`config.mk`:
```
export PLATFORM = sky130hd
export DESIGN_NAME = mmio_responder
export DESIGN_NICKNAME = d
export VERILOG_FILES = /design/src/rtl/mmio_responder_pkg.sv /design/src/rtl/mmio_responder_btn_debounce.sv /design/src/rtl/mmio_responder.sv
export SDC_FILE = /design/constraint.sdc
export NUM_CORES = 1
export LEC_CHECK = 0
export CORE_UTILIZATION = 45
export DETAILED_ROUTE_END_ITERATION = 8
export DONT_BUFFER_PORTS = 1
export SYNTH_ARGS = -nofsm -noshare
export SYNTH_HDL_FRONTEND = slang
export SYNTH_SLANG_ARGS = --single-unit
```
`constraint.sdc`:
```
create_clock -name clk -period 2.9 [get_ports clk]
set_input_delay 0.58 -clock clk [delete_from_list [all_inputs] [get_ports clk]]
set_output_delay 0.58 -clock clk [all_outputs]
set_load 0.005 [all_outputs]
```
`src/rtl/mmio_responder_pkg.sv`:
```
// Shared constants for the MMIO responder: register word indices, default window base
// and the active-low hex-to-7-segment table.
package mmio_responder_pkg;

  localparam logic [31:0] DEFAULT_BASE_ADDR = 32'hFFFF_FC00;
  localparam logic [31:0] WINDOW_LAST       = 32'h0000_03FF;

  // Register word indices (byte offset >> 2)
  localparam logic [7:0] WORD_SW  = 8'h00;
  localparam logic [7:0] WORD_BTN = 8'h01;
  localparam logic [7:0] WORD_LED = 8'h02;
  localparam logic [7:0] WORD_SEG = 8'h03;
  localparam logic [7:0] WORD_CYC = 8'h04;

  // Active-low {g,f,e,d,c,b,a} pattern for one hex digit
  function automatic logic [6:0] hex7(input logic [3:0] nib);
    case (nib)
      4'h0: hex7 = 7'h40;
      4'h1: hex7 = 7'h79;
      4'h2: hex7 = 7'h24;
      4'h3: hex7 = 7'h30;
      4'h4: hex7 = 7'h19;
      4'h5: hex7 = 7'h12;
      4'h6: hex7 = 7'h02;
      4'h7: hex7 = 7'h78;
      4'h8: hex7 = 7'h00;
      4'h9: hex7 = 7'h10;
      4'hA: hex7 = 7'h08;
      4'hB: hex7 = 7'h03;
      4'hC: hex7 = 7'h46;
      4'hD: hex7 = 7'h21;
      4'hE: hex7 = 7'h06;
      default: hex7 = 7'h0E;
    endcase
  endfunction

endpackage

```
`src/rtl/mmio_responder_btn_debounce.sv`:
```
// One button: two-flop synchroniser, stability counter, accepted level and a
// single-cycle pulse on an accepted 0->1 transition.
module mmio_responder_btn_debounce #(
  parameter int unsigned DEBOUNCE_CYC = 200000
) (
  input  logic clk,
  input  logic rst,
  input  logic btn_raw,
  output logic rise
);

  localparam int unsigned CNT_W = (DEBOUNCE_CYC > 1) ? $clog2(DEBOUNCE_CYC) : 1;

  logic             meta;
  logic             sync;
  logic             level;
  logic [CNT_W-1:0] cnt;

  // Counter only runs while the synchronised input disagrees with the accepted level
  always_ff @(posedge clk) begin
    if (!rst) begin
      meta  <= 1'b0;
      sync  <= 1'b0;
      level <= 1'b0;
      cnt   <= '0;
      rise  <= 1'b0;
    end else begin
      meta <= btn_raw;
      sync <= meta;
      rise <= 1'b0;
      if (sync == level) begin
        cnt <= '0;
      end else if (cnt == CNT_W'(DEBOUNCE_CYC - 1)) begin
        level <= sync;
        cnt   <= '0;
        rise  <= sync;
      end else begin
        cnt <= cnt + CNT_W'(1);
      end
    end
  end

endmodule

```
`src/rtl/mmio_responder.sv`:
```
// Memory-mapped board I/O slave: switches, sticky debounced buttons, LEDs,
// scanned 8-digit 7-segment display and a free-running cycle counter.
module mmio_responder
  import mmio_responder_pkg::*;
#(
  parameter logic [31:0] BASE_ADDR    = DEFAULT_BASE_ADDR,
  parameter int unsigned NUM_SW       = 16,
  parameter int unsigned NUM_BTN      = 5,
  parameter int unsigned DEBOUNCE_CYC = 200000,
  parameter int unsigned SCAN_DIV     = 50000
) (
  input  logic               clk,
  input  logic               rst,
  input  logic               MemRead,
  input  logic               MemWrite,
  input  logic [31:0]        addr,
  input  logic [31:0]        din,
  output logic [31:0]        dout,
  output logic               io_sel,
  input  logic [NUM_SW-1:0]  switches,
  input  logic [NUM_BTN-1:0] buttons,
  output logic [15:0]        leds,
  output logic [7:0]         seg_an,
  output logic [7:0]         seg_data
);

  localparam int unsigned SCAN_W = (SCAN_DIV > 1) ? $clog2(SCAN_DIV) : 1;

  logic [7:0]         word;
  logic               rd;
  logic               wr;
  logic [31:0]        rdata_c;
  logic [NUM_SW-1:0]  sw_meta;
  logic [NUM_SW-1:0]  sw_sync;
  logic [NUM_BTN-1:0] rise_vec;
  logic [NUM_BTN-1:0] press_flags;
  logic [15:0]        led_q;
  logic [31:0]        seg_q;
  logic [31:0]        cycles_q;
  logic [SCAN_W-1:0]  scan_cnt;
  logic [2:0]         digit_idx;

  assign io_sel = (addr >= BASE_ADDR) && (addr <= BASE_ADDR + WINDOW_LAST);
  assign word   = 8'((addr - BASE_ADDR) >> 2);
  assign rd     = MemRead && io_sel;
  assign wr     = MemWrite && io_sel;
  assign leds   = led_q;

  for (genvar i = 0; i < NUM_BTN; i++) begin : g_btn
    mmio_responder_btn_debounce #(
      .DEBOUNCE_CYC(DEBOUNCE_CYC)
    ) u_btn (
      .clk    (clk),
      .rst    (rst),
      .btn_raw(buttons[i]),
      .rise   (rise_vec[i])
    );
  end

  // Read mux over pre-edge register values
  always_comb begin
    rdata_c = '0;
    case (word)
      WORD_SW:  rdata_c = 32'(sw_sync);
      WORD_BTN: rdata_c = 32'(press_flags);
      WORD_LED: rdata_c = {16'h0000, led_q};
      WORD_SEG: rdata_c = seg_q;
      WORD_CYC: rdata_c = cycles_q;
      default:  rdata_c = '0;
    endcase
  end

  // Bus-visible state; a new press outranks a same-cycle read-clear
  always_ff @(posedge clk) begin
    if (!rst) begin
      dout        <= '0;
      sw_meta     <= '0;
      sw_sync     <= '0;
      press_flags <= '0;
      led_q       <= '0;
      seg_q       <= '0;
      cycles_q    <= '0;
    end else begin
      sw_meta     <= switches;
      sw_sync     <= sw_meta;
      press_flags <= (press_flags & ~{NUM_BTN{rd && (word == WORD_BTN)}}) | rise_vec;
      cycles_q    <= (wr && (word == WORD_CYC)) ? '0 : cycles_q + 32'd1;
      if (rd) begin
        dout <= rdata_c;
      end
      if (wr && (word == WORD_LED)) begin
        led_q <= din[15:0];
      end
      if (wr && (word == WORD_SEG)) begin
        seg_q <= din;
      end
    end
  end

  // Digit scan: each digit held for SCAN_DIV cycles, outputs registered
  always_ff @(posedge clk) begin
    if (!rst) begin
      scan_cnt  <= '0;
      digit_idx <= '0;
      seg_an    <= 8'hFE;
      seg_data  <= 8'hC0;
    end else begin
      if (scan_cnt == SCAN_W'(SCAN_DIV - 1)) begin
        scan_cnt  <= '0;
        digit_idx <= digit_idx + 3'd1;
      end else begin
        scan_cnt <= scan_cnt + SCAN_W'(1);
      end
      seg_an   <= ~(8'b0000_0001 << digit_idx);
      seg_data <= {1'b1, hex7(seg_q[{digit_idx, 2'b00} +: 4])};
    end
  end

endmodule

```
# After elaboration in Yosys (flattened, before gate mapping)
# Memory sizes are Yosys's and may differ from the RTL's. A register that Yosys moved wholly into a read port is not among the register bits.
# Cells that the tools add are included.
[op_classes]
add_sub_neg = 9
n_mul = 0
n_div = 0
n_lt_le_gt_ge = 2
eq_ne = 15
shifts = 2
n_mux = 1
bitwise = 15
n_reduce_logical = 26
[op_table]
columns = ["op", "count"]
rows = [
  ["$pmux 32 s5", 1],
  ["$add 18x1->18 const B", 5],
  ["$eq 18x18->1 const B", 5],
  ["$add 32x1->32 const B", 1],
  ["$ge 32x32->1 const B", 1],
  ["$le 32x32->1 const B", 1],
  ["$shiftx 32x6->4", 1],
  ["$reduce_or 3->1", 10],
  ["$add 16x1->16 const B", 1],
  ["$eq 16x16->1 const B", 1],
  ["$eq 8x2->1 const B", 2],
  ["$not 1->1", 11],
  ["$reduce_and 2->1", 5],
  ["$sub 10x1->10 const B", 1],
  ["$eq 8x1->1 const B", 1],
  ["$eq 8x3->1 const B", 1],
  ["$logic_not 8->1", 1],
  ["$not 8->8", 1],
  ["$shl 1x3->8 const A", 1],
  ["$logic_and 1x1->1", 7],
  ["$and 5x5->5", 1],
  ["$eq 1x1->1", 5],
  ["$not 5->5", 1],
  ["$or 5x5->5", 1],
  ["other kinds (3)", 4],
]
[totals]
register_bits = 287
latchBits = 0
mem_bits_rw = 0
romBits = 112
inputBits = 89
output_inout_bits = 65
wordCells = 107
memories = 1
[mem_list]
columns = ["memory", "words", "width", "rd", "rd_ports_with_merged_regs", "write_ports", "line_no", "rtl"]
rows = [
  ["(no name shown)", 16, 7, 1, 1, 0, "mmio_responder_pkg.sv:17", "case (nib)"],
]

# Depth between registers and ports, before layout
[logic_depth]
depth_word = 7
mapped_depth = 8
mapped_depth_nobuf = 7

# Modules after synthesis
# A second synthesis with hierarchy kept.
[unflattened]
cells_unflattened = 1418
hier_area_um2 = 12852.3
[by_module_without_submodules]
columns = ["mod", "n_inst", "cells_per_inst", "area_each_um2", "seq_area_each_um2"]
rows = [
  ["mmio_responder", 1, 863, 7922.6, 3663.5],
  ["mmio_responder_btn_debounce", 5, 111, 985.9, 440.4],
]

# Worst setup path after synthesis
# Ideal clock, no wire load.
[synth_path]
kind = "reg-to-reg"
from = "register digit_idx[0]"
to = "register seg_data[5]"
setup_ns = 0.115
t_arrival_ns = 2.121
required_time_ns = 2.785
path_slack_ns = 0.664
stages_incl_launch_ff = 9
path_buffers = 1
synth_period_minus_slack_ns = 2.236
path_cell_list = "dfxtp_1 -> buf_4 -> mux4_2 -> mux2i_1 -> inv_1 -> ha_1 -> mux2i_1 -> o22ai_1 -> and2_1"
[synth_between]
elab_chain_cells = 1
[synth_rtl]
columns = ["element", "line_no", "rtl"]
rows = [
  ["start: declaration", "mmio_responder.sv:41", "logic [2:0] digit_idx;"],
  ["start signal: assignment", "mmio_responder.sv:110", "digit_idx <= digit_idx + 3'd1;"],
  ["$shiftx 32x6->4", "mmio_responder.sv:115", "seg_data <= {1'b1, hex7(seg_q[{digit_idx, 2'b00} +: 4])};"],
  ["end: declaration", "mmio_responder.sv:24", "output logic [7:0] seg_data"],
]
# No other way between the ends.
# A chain may end at the register's enable or synchronous reset.

# Worst setup path in the final report
# Ends and elaborated chain as after synthesis.

==> key figures <==
Clock network
  – Clock Tree Buf Depth: 3
  – Latest clock arrival within the worst-skew pair: 0.55 ns
  – Worst-path clk slew: 0.06 ns
  – Post-CTS Setup Bufs: 0
  – CTS tree: built
  – Root buf cell: clkbuf_16
  – TritonCTS Sinks: 293
  – H-tree depth: 1
  – CTS buffer count: 31
  – Post-CTS resize count: 0
  – Hold-fix buffer count after cts: 0

Synthesis
  – Syn Nets: 1420
  – Post-synth EDFFs: 0
  – Seq cells post-synth: 293
  – Synthesized area: 0.0125 mm²
  – Seq/Total Area, Yosys: 47.0%
  – Post-synthesis cell count: 1312
  – Async SR Flop Fraction: 0%
  – Syn avg cell area: 9.52 µm²
  – Synth cell types: 59
  – Ys Warns: 0
  – Ys flop type: dfxtp_1

Floorplanning
  – Chip height: 169 µm
  – Area of the core: 0.0271 mm²
  – # IOs: 154
  – Initial Util: 46.1%
  – Total die area: 0.0284 mm²
  – # rows: 60
  – Floorplan die width: 169 µm

Route
  – Post-route ant nets: 0
  – Detailed Route WL: 26.8 mm
  – Pre-antenna DRT Iters: 5
  – WL/cell: 15.8 µm
  – Detailed-route DRC error count: 0
  – Detailed-route via count: 8752
  – Via density: 5.17
  – Initial DRC count: 452

Placement
  – Dpl cell area: 0.0128 mm²
  – HPWL after DPL: 18.7 mm
  – Port bufs: 0
  – Final RePlAce weighted congestion: 0.823

Timing
  – Min Clock Period, post-route: 2.59 ns
  – Max-slew violations: 0
  – Slew @ Worst Pin: 0.690 ns
  – Final period util: 89.2%
  – Max Clk Rate: 0.387 GHz
  – Unrepaired setup endpoints after global routing: no
  – Hold Vio Cnt, Final: 0
  – Final Skew: 0.00975 ns
  – Slew HR: 53.4%
  – Setup Viol. Count Final: 0
  – Post-route setup TNS: 0 ns

Power
  – Pwr Density: 591 mW/mm²
  – Peak VDD IR: 0.400 mV
  – Leakage: 0.00484 µW

Final layout
  – Commonest non-fill, non-tap cell in the layout: dfxtp_1
  – Commonest non-fill, non-tap cells in the layout: dfxtp_1, nor2_1, mux2i_1, nand2_1, nand3_1
  – Final nets: 1407
  – Layout cells sized above 1: 6.35%
  – Ant diodes: 0
  – # fillers: 2536
  – Fin area: 0.0138 mm²
  – Layout area overhead: 10.5%

Global routing
  – Initial antenna violation count: 0
  – GRT Residual Overflow: 0
  – Vias in the first global route: 8417
  – Largest net degree at the start of global routing: 157
  – GRT Util Overall: 18.8%
  – First-pass GRT wire length: 43.7 mm

Setup path
  – Worst r2r path cells: 8
  – Worst path max stage delay: 0.56 ns
  – Top delay family on crit path: multiplexers
  – Crit-path cells: buf_12, mux4_2, mux2i_1, inv_1, ha_1, mux2i_1, o22ai_1, and2_1
  – CP Capture Type: flop
  – Cell mode on critical path: mux2i_1
  – Critical-path maximum fanout: 9
  – Critical Path AT: 3.03 ns
  – Worst Setup Start Kind: flop
  – Slowest CP cell: mux4_2
  – Worst Path Class, Setup: reg2reg
  – CP required: 3.34 ns
  – CP bufs+invs: 2
  – Crit path depth: 8

Outcome
  – Status: complete, no violations

Worst hold path
  – HP Class: in2reg
  – Hold depth: 1

Run
  – Max Cap Violations: 0
## metrics by stage
| stage | utilization, % | total power [µW] | setup slack [ns] | hold slack, ns | std cells |
|---|---|---|---|---|---|
| floorplan | - | 4290 | 0.664 | 0.412 | 1312 |
| detailed placement | 47.1 | 4280 | 0.328 | 0.422 | 1638 |
| global placement | 47.1 | 4280 | 0.380 | 0.417 | 1638 |
| CTS | 50.9 | 8260 | 0.309 | 0.0988 | 1694 |
| global route | 50.9 | 8450 | 0.0529 | 0.123 | 1694 |
| finish | 50.9 | 8160 | 0.314 | 0.157 | 1694 |
## power by group
part	total, µW	internal [µW]	switching, µW
clock network	3970	2400	1570
logic	111	57.0	54.0
registers	4080	4060	18.7
total	8160	6520	1640
## routing by layer
layer | wire, µm | part of all wire, % | GRT usage [%]
met1 | 13100 | 49 | 25.8
met2 | 11200 | 42 | 28.9
met3 | 1660 | 6.2 | 4.91
met4 | 770 | 2.9 | 5.65
met5 | 0 | 0 | 0
## cell type report
class	instances	area [µm²]	area share (%)
Timing Repair Buffer	12	115	0.834
Inverter	21	78.8	0.571
Tap cell	372	465	3.37
Clock buffer	46	902	6.54
Sequential cell	293	5870	42.5
Clock inverter	10	128	0.925
Multi-Input combinational cell	940	6240	45.3
## sequential cells by signal, summed over array words and instances, names as in the netlist
register / cells
scan_cnt: 16
g_btn.u_btn.level: 5
g_btn.u_btn.sync: 5
g_btn.u_btn.cnt: 90
sw_sync: 16
digit_idx: 3
dout: 32
seg_q: 32
press_flags: 5
g_btn.u_btn.meta: 5
cycles_q: 32
seg_an: 8
sw_meta: 16
leds: 16
seg_data: 7
g_btn.u_btn.rise: 5
## synth_stat cells (all sizes together), types with 2 or more instances
| cell | count | share of area [%] |
|---|---|---|
| a21boi | 20 | 1.2 |
| a21oi | 2 | 0.080 |
| a22o | 27 | 1.9 |
| a31oi | 4 | 0.20 |
| and2 | 54 | 2.7 |
| and3 | 24 | 1.2 |
| and4 | 11 | 0.77 |
| buf | 19 | 1.3 |
| clkbuf | 39 | 1.2 |
| dfxtp | 293 | 47 |
| ha | 19 | 1.9 |
| inv | 21 | 0.63 |
| mux2i | 90 | 7.5 |
| mux4 | 8 | 1.4 |
| nand2 | 81 | 2.4 |
| nand3 | 79 | 3.2 |
| nand4 | 39 | 2.0 |
| nor2 | 175 | 5.3 |
| nor2b | 61 | 3.1 |
| nor3 | 25 | 1.0 |
| nor3b | 5 | 0.30 |
| nor4 | 18 | 0.95 |
| nor4b | 5 | 0.35 |
| o211ai | 2 | 0.12 |
| o21ai | 24 | 0.96 |
| o22ai | 12 | 0.60 |
| or2 | 5 | 0.25 |
| or3 | 4 | 0.20 |
| or4 | 2 | 0.15 |
| xnor2 | 66 | 4.6 |
| xor2 | 64 | 4.5 |
## cell families after synthesis
logic type | after synthesis | share of synthesized area (%)
and+or+nand+nor | 597 | 24.5
DFF | 293 | 47.0
xor gates and xnor gates | 130 | 9.11
muxes | 99 | 9.04
AOI/OAI and AO/OA | 94 | 5.28
buffers and inverters | 79 | 3.14
adders and majority gates | 19 | 1.90
other | 1 | 0.0300
## path summary, 6_finish.rpt
kind	start	to	slack, ns
setup / recovery	digit_idx[0]	seg_data[5]	0.31
hold / removal	buttons[0]	g_btn[0].u_btn.meta	0.16
setup reg to reg	digit_idx[0]	seg_data[5]	0.31
hold reg to reg	sw_meta[14]	sw_sync[14]	0.43
Power figures use the tool's default switching activity.
